===== config.mk =====
export PLATFORM = sky130hd
export DESIGN_NAME = seq_tx_8
export DESIGN_NICKNAME = d
export VERILOG_FILES = /design/src/rtl/seq_tx_8.sv
export SDC_FILE = /design/constraint.sdc
export NUM_CORES = 1
export LEC_CHECK = 0
export CAP_MARGIN = 20
export CELL_PAD_IN_SITES_DETAIL_PLACEMENT = 1
export CELL_PAD_IN_SITES_GLOBAL_PLACEMENT = 1
export CORE_ASPECT_RATIO = 2
export CORE_UTILIZATION = 41
export DETAILED_ROUTE_END_ITERATION = 8
export PLACE_DENSITY = 0.72
export SKIP_CTS_REPAIR_TIMING = 1
export SYNTH_ARGS = -nofsm -noshare
export SYNTH_HDL_FRONTEND = slang
export SYNTH_SLANG_ARGS = --single-unit

===== constraint.sdc =====
create_clock -name clk -period 2.6 [get_ports clk]
set_input_delay 0.26 -clock clk [delete_from_list [all_inputs] [get_ports clk]]
set_output_delay 0.26 -clock clk [all_outputs]
set_load 0.02 [all_outputs]

===== src/rtl/seq_tx_8.sv =====
// Serial pattern transmitter: shifts a WIDTH-bit pattern out rpt times with recessive gaps.
// Optional CAN-style bit stuffing when SEQ_TX_STUFF_EN is defined.
module seq_tx_8 #(
    parameter int WIDTH     = 8,
    parameter int GAP       = 2,
    parameter bit MSB_FIRST = 1'b1
) (
    input  logic             clk,
    input  logic             rst_n,
    input  logic             load,
    input  logic [WIDTH-1:0] pat,
    input  logic             start,
    input  logic [3:0]       rpt,
    output logic             dout,
    output logic             bit_valid,
    output logic             busy,
    output logic             done
);

    localparam int IW = (WIDTH > 1) ? $clog2(WIDTH) : 1;
    localparam int GW = (GAP > 1) ? $clog2(GAP) : 1;

    localparam logic [1:0] IDLE = 2'd0;
    localparam logic [1:0] SEND = 2'd1;
    localparam logic [1:0] GAPS = 2'd2;

    logic [1:0]       state;
    logic [WIDTH-1:0] pat_r;
    logic [WIDTH-1:0] frame_r;
    logic [WIDTH-1:0] pat_src;
    logic [WIDTH-1:0] start_frame;
    logic [IW-1:0]    idx;
    logic [IW-1:0]    nidx;
    logic [3:0]       frm_cnt;
    logic [GW-1:0]    gap_cnt;
    logic             frame_last;
`ifdef SEQ_TX_STUFF_EN
    logic [2:0]       run;
`endif

    // Frame is held in transmit order so bit idx is always frame_r[idx].
    assign pat_src = load ? pat : pat_r;
    for (genvar g = 0; g < WIDTH; g++) begin : g_ord
        assign start_frame[g] = MSB_FIRST ? pat_src[WIDTH-1-g] : pat_src[g];
    end

    assign nidx       = idx + 1'b1;
    assign frame_last = (idx == IW'(WIDTH - 1));
    assign busy       = (state != IDLE);

    always_ff @(posedge clk) begin
        if (state == IDLE && start)
            frame_r <= start_frame;
    end

    always_ff @(posedge clk or negedge rst_n) begin
        if (!rst_n) begin
            state     <= IDLE;
            pat_r     <= '0;
            idx       <= '0;
            frm_cnt   <= '0;
            gap_cnt   <= '0;
            dout      <= 1'b1;
            bit_valid <= 1'b0;
            done      <= 1'b0;
`ifdef SEQ_TX_STUFF_EN
            run       <= '0;
`endif
        end else begin
            done <= 1'b0;
            case (state)
                IDLE: begin
                    dout      <= 1'b1;
                    bit_valid <= 1'b0;
                    if (load)
                        pat_r <= pat;
                    if (start) begin
                        state     <= SEND;
                        idx       <= '0;
                        frm_cnt   <= (rpt == 4'd0) ? 4'd1 : rpt;
                        dout      <= start_frame[0];
                        bit_valid <= 1'b1;
`ifdef SEQ_TX_STUFF_EN
                        run       <= 3'd1;
`endif
                    end
                end
                SEND: begin
`ifdef SEQ_TX_STUFF_EN
                    // Stuff bit takes priority, even after the frame's last bit.
                    if (run == 3'd5) begin
                        dout      <= ~dout;
                        bit_valid <= 1'b0;
                        run       <= 3'd1;
                    end else
`endif
                    if (!frame_last) begin
                        idx       <= nidx;
                        dout      <= frame_r[nidx];
                        bit_valid <= 1'b1;
`ifdef SEQ_TX_STUFF_EN
                        run       <= (frame_r[nidx] == dout) ? run + 3'd1 : 3'd1;
`endif
                    end else if (frm_cnt == 4'd1) begin
                        state     <= IDLE;
                        dout      <= 1'b1;
                        bit_valid <= 1'b0;
                        done      <= 1'b1;
                    end else begin
                        frm_cnt <= frm_cnt - 4'd1;
                        idx     <= '0;
                        if (GAP > 0) begin
                            state     <= GAPS;
                            gap_cnt   <= '0;
                            dout      <= 1'b1;
                            bit_valid <= 1'b0;
                        end else begin
                            dout      <= frame_r[0];
                            bit_valid <= 1'b1;
`ifdef SEQ_TX_STUFF_EN
                            run       <= 3'd1;
`endif
                        end
                    end
                end
                GAPS: begin
                    if (gap_cnt == GW'(GAP - 1)) begin
                        state     <= SEND;
                        idx       <= '0;
                        dout      <= frame_r[0];
                        bit_valid <= 1'b1;
`ifdef SEQ_TX_STUFF_EN
                        run       <= 3'd1;
`endif
                    end else begin
                        gap_cnt <= gap_cnt + 1'b1;
                    end
                end
                default: state <= IDLE;
            endcase
        end
    end

endmodule

==> results of run 1 <==
-- power by group through the flow --
stage	Clock [mW]	Sequential [mW]	Combinational, mW
floorplan	0	0.799	0.794
global placement	0	0.814	1.06
detailed placement	0	0.826	1.10
CTS	0.385	0.820	1.12
global route	0.405	0.840	1.24
finish	0.379	0.820	1.10
-- cells by family after synthesis --
logic type / count (synthesis) / synth area share
compound gates: 22 / 0.0976
fa+ha+maj: 8 / 0.0629
buf+inv: 17 / 0.0456
flops: 29 / 0.482
mux: 16 / 0.116
simple gates: 62 / 0.195
-- synthesized netlist by cell type (2+ instances only) --
| cell type | instances | area [um2] |
|---|---|---|
| a21oi_1 | 4 | 20.0 |
| a22oi_1 | 2 | 15.0 |
| a41oi_1 | 2 | 17.5 |
| and2_1 | 2 | 12.5 |
| and3_1 | 3 | 18.8 |
| clkbuf_1 | 4 | 15.0 |
| dfrtp_1 | 20 | 500 |
| edfxtp_1 | 8 | 240 |
| ha_1 | 8 | 100 |
| inv_1 | 10 | 37.5 |
| mux2_1 | 2 | 22.5 |
| mux2_2 | 8 | 90.1 |
| mux2i_1 | 5 | 50.1 |
| nand2_1 | 2 | 7.51 |
| nand2b_1 | 4 | 25.0 |
| nand3_1 | 2 | 10.0 |
| nand4_1 | 2 | 12.5 |
| nor2_1 | 34 | 128 |
| nor2b_1 | 5 | 31.3 |
| nor3_1 | 3 | 15.0 |
| o211ai_1 | 2 | 15.0 |
| o21ai_1 | 3 | 15.0 |
-- flip-flops by register name, indices dropped and copies added (netlist names) --
| name | cells |
|---|---|
| bit_valid | 1 |
| pat_r | 8 |
| idx | 3 |
| frame_r | 8 |
| state | 2 |
| frm_cnt | 4 |
| gap_cnt | 1 |
| dout | 1 |
| done | 1 |
-- cell type report --
class / count / share of cell area
tap: 49 / 0.0320
multi-input combinational: 108 / 0.392
sequential: 29 / 0.400
inverter: 11 / 0.0215
clock inverter: 2 / 0.00457
timing repair buffer: 21 / 0.107
clock buffer: 6 / 0.0431
-- worst max-delay path: stages (launching register included) --
cell and delay [ps]:
dfrtp_1 430, inv_1 130, ha_1 420, inv_2 180
clkdlybuf4s50_1 580
-- worst max-delay path by stage --
stage,depth (start not counted),start,endpoint
2_1_floorplan,5,state[0],frame_r[0]
3_3_place_gp,6,state[0],frm_cnt[3]
3_5_place_dp,6,state[0],frm_cnt[3]
4_1_cts,4,state[0],busy
5_1_grt,4,state[0],busy
6_report,4,state[0],busy
-- stage by stage --
step / hold slack, ps / utilization
final: 338 / 0.526
after global routing: 359 / 0.526
after CTS: 352 / 0.526
after detailed placement: 488 / 0.501
after global placement: 479 / 0.501
after floorplan: -35.6 / -
-- layer usage --
layer / GRT usage / vias up / share of wire
met5: 0 / - / 0
met4: 0.0858 / 0 / 0.024
met3: 0.0562 / 11 / 0.031
met2: 0.412 / 28 / 0.61
met1: 0.209 / 620 / 0.33
li1: - / 585 / -
==> flow_summary.toml, run 1 <==
[run_status]
run_status = "complete, no violations"

[placement]
gpl.final_weighted_congestion = 0.856
preCtsSetupSlack_ps = 576
place_inst = 218
io_buffer_count = 19
place.detailed.hpwl_mm = 3.00
placement.cell_area_um2 = 1830

[worst_setup_path]
timing.critical_path.required_ps = 2340
r2r.worst_path.cells = 6
cp_data_arrival_time_ps = 2020
worstSetupEndpointType = "primary output"
reg2reg_from = "state[0]"
ff2ff_setup_slack_ps = 510
worst-path-max-fanout = 11
setup_cp_type = "reg2out"
crit-reg2reg-capture = "frm_cnt[3]"
crit_path_start_kind = "flop"

[floorplan]
standard_cell_row_count = 31
start_util = 0.436
num_io_pins = 20
floorplan.core_area_um2 = 3650
die_height_um = 90.1
die-area_um2 = 4150
die-width_um = 46.0

[routing]
num_vias = 1244
wl_per_cell_um = 17.6
post-route-drc-count = 0
wl_mm = 3.98
drt-initial-drc-count = 9
avgViaCountPerCell = 5.50
antenna_violating_nets_post_route = 0
drt_pass1_iterations = 4

[timing]
max_clock_freq_mhz = 439
rel_slew_slack = 0.674
skew_ps = 6.36
finalWorstPathRequiredPeriod_ps = 2280
fin_setup_tns_ps = 0
unrepaired_setup_endpoints_after_global_routing = "false"
fin_ws_ps = 321
worst-slew-pin-transition_ps = 487
timing.final.max_slew_violations = 0
final_min_period_over_clock_period = 0.877
timing.final.hold_violations = 0
finalSetupViolCount = 0

[synthesis]
post_synthesis_instance_area_um2 = 1590
async_reset_ff_frac = 0.724
number_of_storage_elements_in_the_synthesis_netlist = 29
synth_ff_type = "dfrtp_1"
synth_enable_flop_cells = 8
synth_nets = 178
synth-seq-area-share = 0.482
postSynthAreaPerCell_um2 = 10.3
synth_cell_type_count = 41
cell_count_after_synthesis = 154
ys.warnings.count = 0

[clock_network]
tritoncts = "yes"
cts_root_buf = "clkbuf_8"
cts_buffer_depth = 2
clkSinkCount = 29
clkSlewWorstSetupHoldPaths_ps = 70
numCtsBuffers = 5
worstSkewPairLatency_ps = 280
cts.htree.levels = 2

[layout]
layout.cells.most_common = "nor2_1"
diodes = 0
design_area_um2 = 1920
fillerInstances = 434
area.growth.synth_to_final_pct = 20.5
total_area_of_multi_input_combinational_cells_um2 = 751
number_of_nets_in_the_final_layout = 200
final_cell_mix = "34 x nor2_1, 20 x dfrtp_1, 19 x clkdlybuf4s50_1"
ff_latch_area_um2 = 767
drive_gt1_frac = 0.124
finalNonFillerCells = 226

[power]
design_power_total_mw = 2.30
p_comb_frac = 0.480
p_leak_nw = 0.803
ir_drop_mv = 0.641
clkPwrFrac = 0.165
netSwitchingPower_mw = 0.953
power.share.switching = 0.414
p_per_area_nw_per_um2 = 1200
internal_mw = 1.35
power.sequential.fraction = 0.356

[global_routing]
grt_antenna_before_repair = 0
grt_start_max_net_pins = 22
grt_pass1_vias = 1425
globalRoute.totalOverflow = 0
grt.total_usage = 0.222
grt_first_pass_wirelength_mm = 6.67

[worst_hold_path]
kind_of_path_behind_the_tightest_hold_check = "in2async"

[flow_run]
cap_viol_max_count = 0
No activity file was read; power rests on OpenSTA's default activity.
==> run 2, diff against run 1 <==
PLACE_DENSITY = unset   (was 0.72)
PLACE_DENSITY_LB_ADDON = 0.1   (was unset)
==> run 2 against run 1 <==
  * Worst hold slack lost 3.6 ps
  * Sequential power is essentially flat
  * Final cell count grew 0.44%
  * Power shrank 1.6%
  * Non-clock buffer count grew 1
  * Routed wire length shrank 1.9%
  * Critical endpoint unchanged
  * Register-to-register slack gained 20 ps
==> flow_summary.toml, run 2 (same netlist as run 1, synthesis figures left out) <==
[run_status]
run_status = "complete, no violations"

[layout]
area.growth.synth_to_final_pct = 20.3
final_core_util = 0.525
number_of_nets_in_the_final_layout = 201
drive_gt1_frac = 0.118
diodes = 0
biggestRegsByFlops = "frame_r x8, pat_r x8, frm_cnt x4"
layout.cells.most_common = "nor2_1"
final_cell_mix = "34 x nor2_1, 20 x dfrtp_1, 19 x clkdlybuf4s50_1"
fillerInstances = 437

[placement]
place.detailed.hpwl_mm = 3.09
gpl.final_weighted_congestion = 0.852
io_buffer_count = 19

[global_routing]
grt_pass1_vias = 1343
grt_first_pass_wirelength_mm = 6.41
grt.met1_usage = 0.211
grt_use_met3 = 0.0442
grt_start_max_net_pins = 22
grt_antenna_before_repair = 0
grt.total_usage = 0.224
globalRoute.busiestLayer = "met2"
use_met2 = 0.403
globalRoute.totalOverflow = 0

[worst_setup_path]
ff2ff_setup_slack_ps = 530
cp_startpoint = "state[0]"
reg2reg_from = "state[1]"
worstSetupEndpointType = "primary output"
cp_data_arrival_time_ps = 1960
setup_cp_type = "reg2out"
crit_path_start_kind = "flop"
timing.critical_path.required_ps = 2340
worst-path-max-fanout = 9

[routing]
drt_pass1_iterations = 4
num_vias = 1238
wl_per_cell_um = 17.2
drt-initial-drc-count = 15
wl_mm = 3.90
post-route-drc-count = 0
antenna_violating_nets_post_route = 0
avgViaCountPerCell = 5.45

[timing]
timing.final.hold_violations = 0
finalWorstPathRequiredPeriod_ps = 2220
unrepaired_setup_endpoints_after_global_routing = "false"
final_min_period_over_clock_period = 0.852
skew_ps = 5.72
timing.final.max_slew_violations = 0
worst-slew-pin-transition_ps = 461
rel_slew_slack = 0.693
fin_setup_tns_ps = 0
finalSetupViolCount = 0
max_clock_freq_mhz = 451

[power]
design_power_total_mw = 2.27
p_leak_nw = 0.799
ir_drop_mv = 0.651
p_per_area_nw_per_um2 = 1180

[floorplan]
num_io_pins = 20
standard_cell_row_count = 31
die-width_um = 46.0
floorplan.core_area_um2 = 3650
start_util = 0.436
die-area_um2 = 4150
die_height_um = 90.1

[clock_network]
tritoncts = "yes"
cts.htree.levels = 2
numCtsBuffers = 5
clkSinkCount = 29
cts_root_buf = "clkbuf_8"
cts_buffer_depth = 2
clkSlewWorstSetupHoldPaths_ps = 60
worstSkewPairLatency_ps = 280

[worst_hold_path]
kind_of_path_behind_the_tightest_hold_check = "in2async"

[flow_run]
cap_viol_max_count = 0
run 2: metrics by stage:
stage / hold WS [ps] / setup WS, ps / instance area, um2 / cells
after floorplan: -35.6 / 747 / 1590 / 154
after global placement: 473 / 672 / 1830 / 219
after detailed placement: 489 / 542 / 1830 / 219
after CTS: 334 / 352 / 1910 / 227
after global routing: 354 / 298 / 1910 / 227
final: 335 / 384 / 1910 / 227
run 2: critical path: stages (launching register included):
cell             delay [ps]
dfrtp_1                 400
inv_1                    90
ha_1                    330
inv_2                   210
clkdlybuf4s50_1         640
run 2: final cells by class:
| cell class | count | area [um2] | area share |
|---|---|---|---|
| flip-flops and latches | 29 | 767 | 0.401 |
| well taps | 49 | 61.3 | 0.0320 |
| clock buffers | 7 | 76.3 | 0.0399 |
| clock inverters | 1 | 3.75 | 0.00196 |
| inverters | 11 | 41.3 | 0.0216 |
| repair buffers | 22 | 213 | 0.111 |
| multi-input cells | 108 | 751 | 0.392 |
run 2: final timing paths:
kind	cells past startpoint	end
min in group clk	1	bit_valid
min	2	gap_cnt
max in group asynchronous	2	dout
min reg2reg	1	bit_valid
max reg2reg	6	frm_cnt[3]
max	4	busy
run 2: power breakdown:
group | switching [mW] | internal (mW) | total (mW)
combinational | 0.630 | 0.465 | 1.09
clock | 0.164 | 0.186 | 0.350
sequential | 0.144 | 0.677 | 0.821
run 2: per-layer routing:
metal  wire [um]  up-vias
met5           0        -
met4         140        0
met3         100       12
met2        2390       23
met1        1270      611
li1            -      592
